[src/rtl/result_router.sv]
// result_router: buffers ALU results in a small FIFO and steers each entry to
// exactly one destination lane (GPR, PC, RAM, or user lanes) selected one-hot.
// Illegal selects are consumed and counted instead of stored.
module result_router #(
    parameter int WIDTH = 32,
    parameter int NDEST = 3,
    parameter int DEPTH = 4
) (
    input  logic                     clk,
    input  logic                     rst_n,
    input  logic                     in_valid,
    output logic                     in_ready,
    input  logic [WIDTH-1:0]         in_data,
    input  logic [NDEST-1:0]         in_sel,
    output logic [NDEST-1:0]         out_valid,
    input  logic [NDEST-1:0]         out_ready,
    output logic [NDEST*WIDTH-1:0]   out_data,
    input  logic                     flush,
    input  logic                     err_clr,
    output logic                     sel_err,
    output logic [7:0]               drop_cnt,
    output logic [$clog2(DEPTH):0]   count
);

    localparam int AW = $clog2(DEPTH);
    localparam int CW = AW + 1;

    logic [NDEST-1:0] sel_mem  [DEPTH];
    logic [WIDTH-1:0] data_mem [DEPTH];

    logic [AW-1:0]    wr_ptr;
    logic [AW-1:0]    rd_ptr;
    logic             ready_en;

    logic             accept;
    logic             sel_legal;
    logic             push;
    logic             drop;
    logic             pop;
    logic             not_empty;
    logic [NDEST-1:0] head_sel;
    logic [WIDTH-1:0] head_data;

    // Handshake decode: in_ready never looks at out_ready, so a full buffer
    // cannot pass a result straight through.
    assign not_empty = (count != '0);
    assign in_ready  = ready_en && (count < CW'(DEPTH)) && !flush;
    assign accept    = in_valid && in_ready;
    assign sel_legal = $onehot(in_sel);
    assign push      = accept && sel_legal;
    assign drop      = accept && !sel_legal;
    assign head_sel  = sel_mem[rd_ptr];
    assign head_data = data_mem[rd_ptr];
    assign out_valid = not_empty ? head_sel : '0;
    assign pop       = |(out_valid & out_ready);

    // Gate in_ready low during reset and until the first edge after release.
    // NOTE: state registers use non-blocking assignments so every flop samples
    // pre-edge values regardless of statement order.
    always_ff @(posedge clk or negedge rst_n) begin
        if (!rst_n) ready_en <= 1'b0;
        else        ready_en <= 1'b1;
    end

    // Pointer and occupancy bookkeeping; flush overrides push and pop.
    always_ff @(posedge clk or negedge rst_n) begin
        if (!rst_n) begin
            wr_ptr <= '0;
            rd_ptr <= '0;
            count  <= '0;
        end else if (flush) begin
            wr_ptr <= '0;
            rd_ptr <= '0;
            count  <= '0;
        end else begin
            if (push) wr_ptr <= wr_ptr + AW'(1);
            if (pop)  rd_ptr <= rd_ptr + AW'(1);
            case ({push, pop})
                2'b10:   count <= count + CW'(1);
                2'b01:   count <= count - CW'(1);
                default: count <= count;
            endcase
        end
    end

    // Entry storage; stale contents are harmless because count gates the output.
    // NOTE: the storage array is deliberately not reset -- occupancy decides
    // what is visible, and leaving it out keeps it mappable to plain RAM.
    always_ff @(posedge clk) begin
        if (push) begin
            sel_mem[wr_ptr]  <= in_sel;
            data_mem[wr_ptr] <= in_data;
        end
    end

    // Sticky select error and saturating drop counter; a new error beats err_clr.
    always_ff @(posedge clk or negedge rst_n) begin
        if (!rst_n) begin
            sel_err  <= 1'b0;
            drop_cnt <= '0;
        end else begin
            if (drop)         sel_err <= 1'b1;
            else if (err_clr) sel_err <= 1'b0;
            if (drop && drop_cnt != 8'hFF) drop_cnt <= drop_cnt + 8'd1;
        end
    end

    // Lane data: only the selected lane carries the head, all others read zero.
    // NOTE: out_data gets a full default before the loop so no bit can hold
    // its previous value and infer a latch.
    always_comb begin
        out_data = '0;
        for (int k = 0; k < NDEST; k++) begin
            if (out_valid[k]) out_data[k*WIDTH +: WIDTH] = head_data;
        end
    end

endmodule
[config.mk]
export PLATFORM = sky130hd
export DESIGN_NAME = result_router
export DESIGN_NICKNAME = d
export VERILOG_FILES = /design/src/rtl/result_router.sv
export SDC_FILE = /design/constraint.sdc
export NUM_CORES = 1
export LEC_CHECK = 0
export CAP_MARGIN = 20
export CORE_UTILIZATION = 55
export CTS_CLUSTER_DIAMETER = 120
export DETAILED_ROUTE_END_ITERATION = 10
export DONT_BUFFER_PORTS = 1
export GPL_ROUTABILITY_DRIVEN = 0
export PLACE_DENSITY = 0.73
export SLEW_MARGIN = 40
export SYNTH_ARGS = -nofsm -noshare
export SYNTH_HDL_FRONTEND = slang
export SYNTH_SLANG_ARGS = --single-unit
[constraint.sdc]
create_clock -name clk -period 2.8 [get_ports clk]
set_input_delay 0.42 -clock clk [delete_from_list [all_inputs] [get_ports clk]]
set_output_delay 0.42 -clock clk [all_outputs]
set_load 0.02 [all_outputs]
==> impl_metrics.py <==
metrics = {
    "status": {
        "outcome": "completed",
    },
    "min_path": {
        "min_path_type": "primary input to flip-flop",
        "holdCritStartpoint": "flush",
        "whs_path_depth": 1,
    },
    "setup_path": {
        "timing.rr.start": "rd_ptr[1]",
        "crit_type": "flip-flop to output pin",
        "worstRegToRegCells": 8,
        "critPathRequiredTime_ns": 2.38,
        "crit_fanout": 15,
        "critPathCaptureType": "output pin",
        "critPathArrivalTime_ns": 2.21,
        "crit_start": "rd_ptr[0]",
        "start_kind": "flip-flop",
    },
    "final_layout": {
        "num-nets-final": 472,
        "areaGrowthSynthToFinish_pct": 13.2,
        "fin_util_pct": 63.6,
        "multi_input_area_um2": 2030,
        "post_route_cells_drive_above_1_share_pct": 23.0,
        "num-fill-cells": 858,
        "fin_cells": 582,
        "antenna_cells": 0,
        "regArea_um2": 4630,
    },
    "timing": {
        "rsz0062_at_grt": "yes",
        "worst_pin_slew_ns": 0.646,
        "slew_viol_final": 0,
        "whs_ns": 0.0619,
        "slew_headroom_pct": 56.8,
        "final.period_utilization_pct": 94.0,
        "finalSetupViolations": 0,
        "fin_skew_ns": 0.00924,
        "finalHoldViolations": 0,
        "period_minus_slack_ns": 2.63,
        "fmax_mhz": 380,
    },
    "detailed_routing": {
        "drt_pass1_iterations": 4,
        "remaining_drc_errors": 0,
        "via_per_inst": 6.05,
        "num_vias": 3524,
        "routedWlPerCell_um": 22.2,
        "drt-initial-drc-count": 240,
        "drt_wl_total_mm": 12.9,
        "ant_nets": 0,
    },
    "grt": {
        "grt_max_degree": 35,
        "grt_overflow_total": 0,
        "antenna_found_initial": 0,
        "grt_usage_pct": 21.6,
        "grt_first_pass_wirelength_mm": 19.7,
        "grt_pass1_vias": 3587,
    },
    "floorplan": {
        "die-area_um2": 12700,
        "initial_core_util_pct": 56.2,
        "die_w_um": 113,
        "coreArea_um2": 12000,
        "die_h_um": 113,
        "rows": 40,
        "pin_count": 155,
    },
    "power_and_ir_drop": {
        "p_per_area_nw_per_um2": 951,
        "vdd_drop_max_v": 0.000529,
        "power.leakage_nw": 2.70,
    },
    "synth": {
        "synth_area_um2": 6750,
        "yosysMostFrequentCell": "edfxtp_1",
        "synth_warnings": 0,
        "synth_edf_count": 140,
        "syn_inst": 402,
        "synthFlopType": "edfxtp_1",
        "avgSynthCellArea_um2": 16.8,
        "ys_seq_elements": 157,
        "syn_nets": 452,
        "synthTopCellsByArea": "edfxtp_1 62%, mux4_2 11%, and2_1 6.5%, dfrtp_1 6.3%, and3_1 3.1%",
        "yosysTopAreaCell": "edfxtp_1",
        "yosysUniqueCellTypes": 40,
        "synth_seq_area_share_pct": 68.6,
        "synthArstFlopShare_pct": 10.8,
        "synth_top_cells_by_count": "140 x edfxtp_1, 70 x and2_1, 33 x and3_1, 33 x mux4_2, 17 x dfrtp_1",
        "synth.top_cell.area_share_pct": 62.3,
    },
    "clock_tree": {
        "clk_latency_ns": 0.42,
        "clk_pin_slew_ns": 0.06,
        "tritoncts": "built",
        "root_buffer": "clkbuf_16",
        "post_cts_buffers": 0,
        "cts_sinks": 157,
        "clockBufferDepth": 2,
        "numCtsBuffers": 17,
        "ctsHtreeMaxLevel": 4,
    },
    "run": {
        "max_cap_violations": 0,
    },
    "place": {
        "io_buffers": 0,
        "placed_cells": 548,
        "dp_hpwl_mm": 8.27,
    },
}
metal layers:
metal	track usage [%]	vias to the layer above	routed length (µm)
met5	0	-	0
met1	26.9	1812	5270
met3	7.07	14	933
met2	35.6	139	6520
li1	-	1559	-
met4	8.18	0	174
cells by family (layout without fill, tap and decap cells):
logic type                 Yosys count  count (layout)  synth area share, %
other                                1               1               0.0555
AOI/OAI and AO/OA                   14              14                 1.72
DFF                                157             157                 68.6
and+or+nand+nor                    144             144                 12.9
buffers and inverters               29              62                 1.82
muxes                               42              42                 12.4
adders and majority gates            7               7                 1.52
xor gates and xnor gates             8               8                 1.04
power by group:
| group | switching [mW] | internal [mW] | leakage, nW |
|---|---|---|---|
| combinational | 1.50 | 0.799 | 0.941 |
| clock | 0.888 | 1.32 | 0.275 |
| sequential | 0.144 | 2.62 | 1.48 |
critical path, cell delays in order, from the launching register on:
cell	delay, ns
dfrtp_2	0.41
buf_4	0.23
buf_8	0.23
nor2_1	0.10
a211oi_4	0.25
buf_4	0.27
and2_1	0.28
placed cells by master, fill, tap and decap left out, drive strengths merged, types with 3 or more instances in the layout:
| cell | instances |
|---|---|
| clkbuf | 20 |
| nor2b | 4 |
| mux4 | 33 |
| ha | 5 |
| mux2 | 5 |
| nand2b | 3 |
| and2 | 71 |
| nor3 | 5 |
| edfxtp | 140 |
| dfrtp | 17 |
| nand2 | 7 |
| xor2 | 3 |
| inv | 9 |
| mux2i | 4 |
| clkinv | 5 |
| nand4 | 5 |
| xnor2 | 5 |
| and3 | 34 |
| buf | 23 |
| nor2 | 10 |
sequential cells by signal, indices dropped and copies added, names as in the netlist:
name,count
data_mem,128
sel_mem,12
drop_cnt,8
count,3
rd_ptr,2
wr_ptr,2
ready_en,1
sel_err,1
cell type report:
class	instances	share of cell area [%]
clock buffer	20	5.71
clock inverter	12	1.80
inverter	6	0.295
multi-input combinational	216	26.6
sequential	157	60.6
tap	147	2.41
timing repair buffer	24	2.62
repair_timing:
| action | CTS | global route |
|---|---|---|
| endpoints found under the hold margin | 17 | 17 |
| setup endpoints to repair | 40 | 64 |
| hold buffers | 1 | 1 |
| gates resized for setup | 1 | 1 |
per-stage QoR:
stage	power [mW]	TNS (ns)	setup WS (ns)	instance area [µm²]
3_5_place_dp	5.11	0	0.160	7050
6_report	7.27	0	0.167	7640
2_1_floorplan	4.62	0	0.318	6760
4_1_cts	7.34	0	0.0633	7630
5_1_grt	7.57	-0.000778	-0.000778	7640
3_3_place_gp	5.07	0	0.223	7050
final timing paths:
kind	to	slack [ns]
worst max-delay path	out_data[21]	0.17
max in group asynchronous	rd_ptr[0]	2.01
min in group asynchronous	ready_en	0.48
worst max register to register	count[2]	0.28
worst min register to register	wr_ptr[1]	0.61
worst min-delay path	wr_ptr[1]	0.06
No activity file was read; power rests on OpenSTA's default activity.
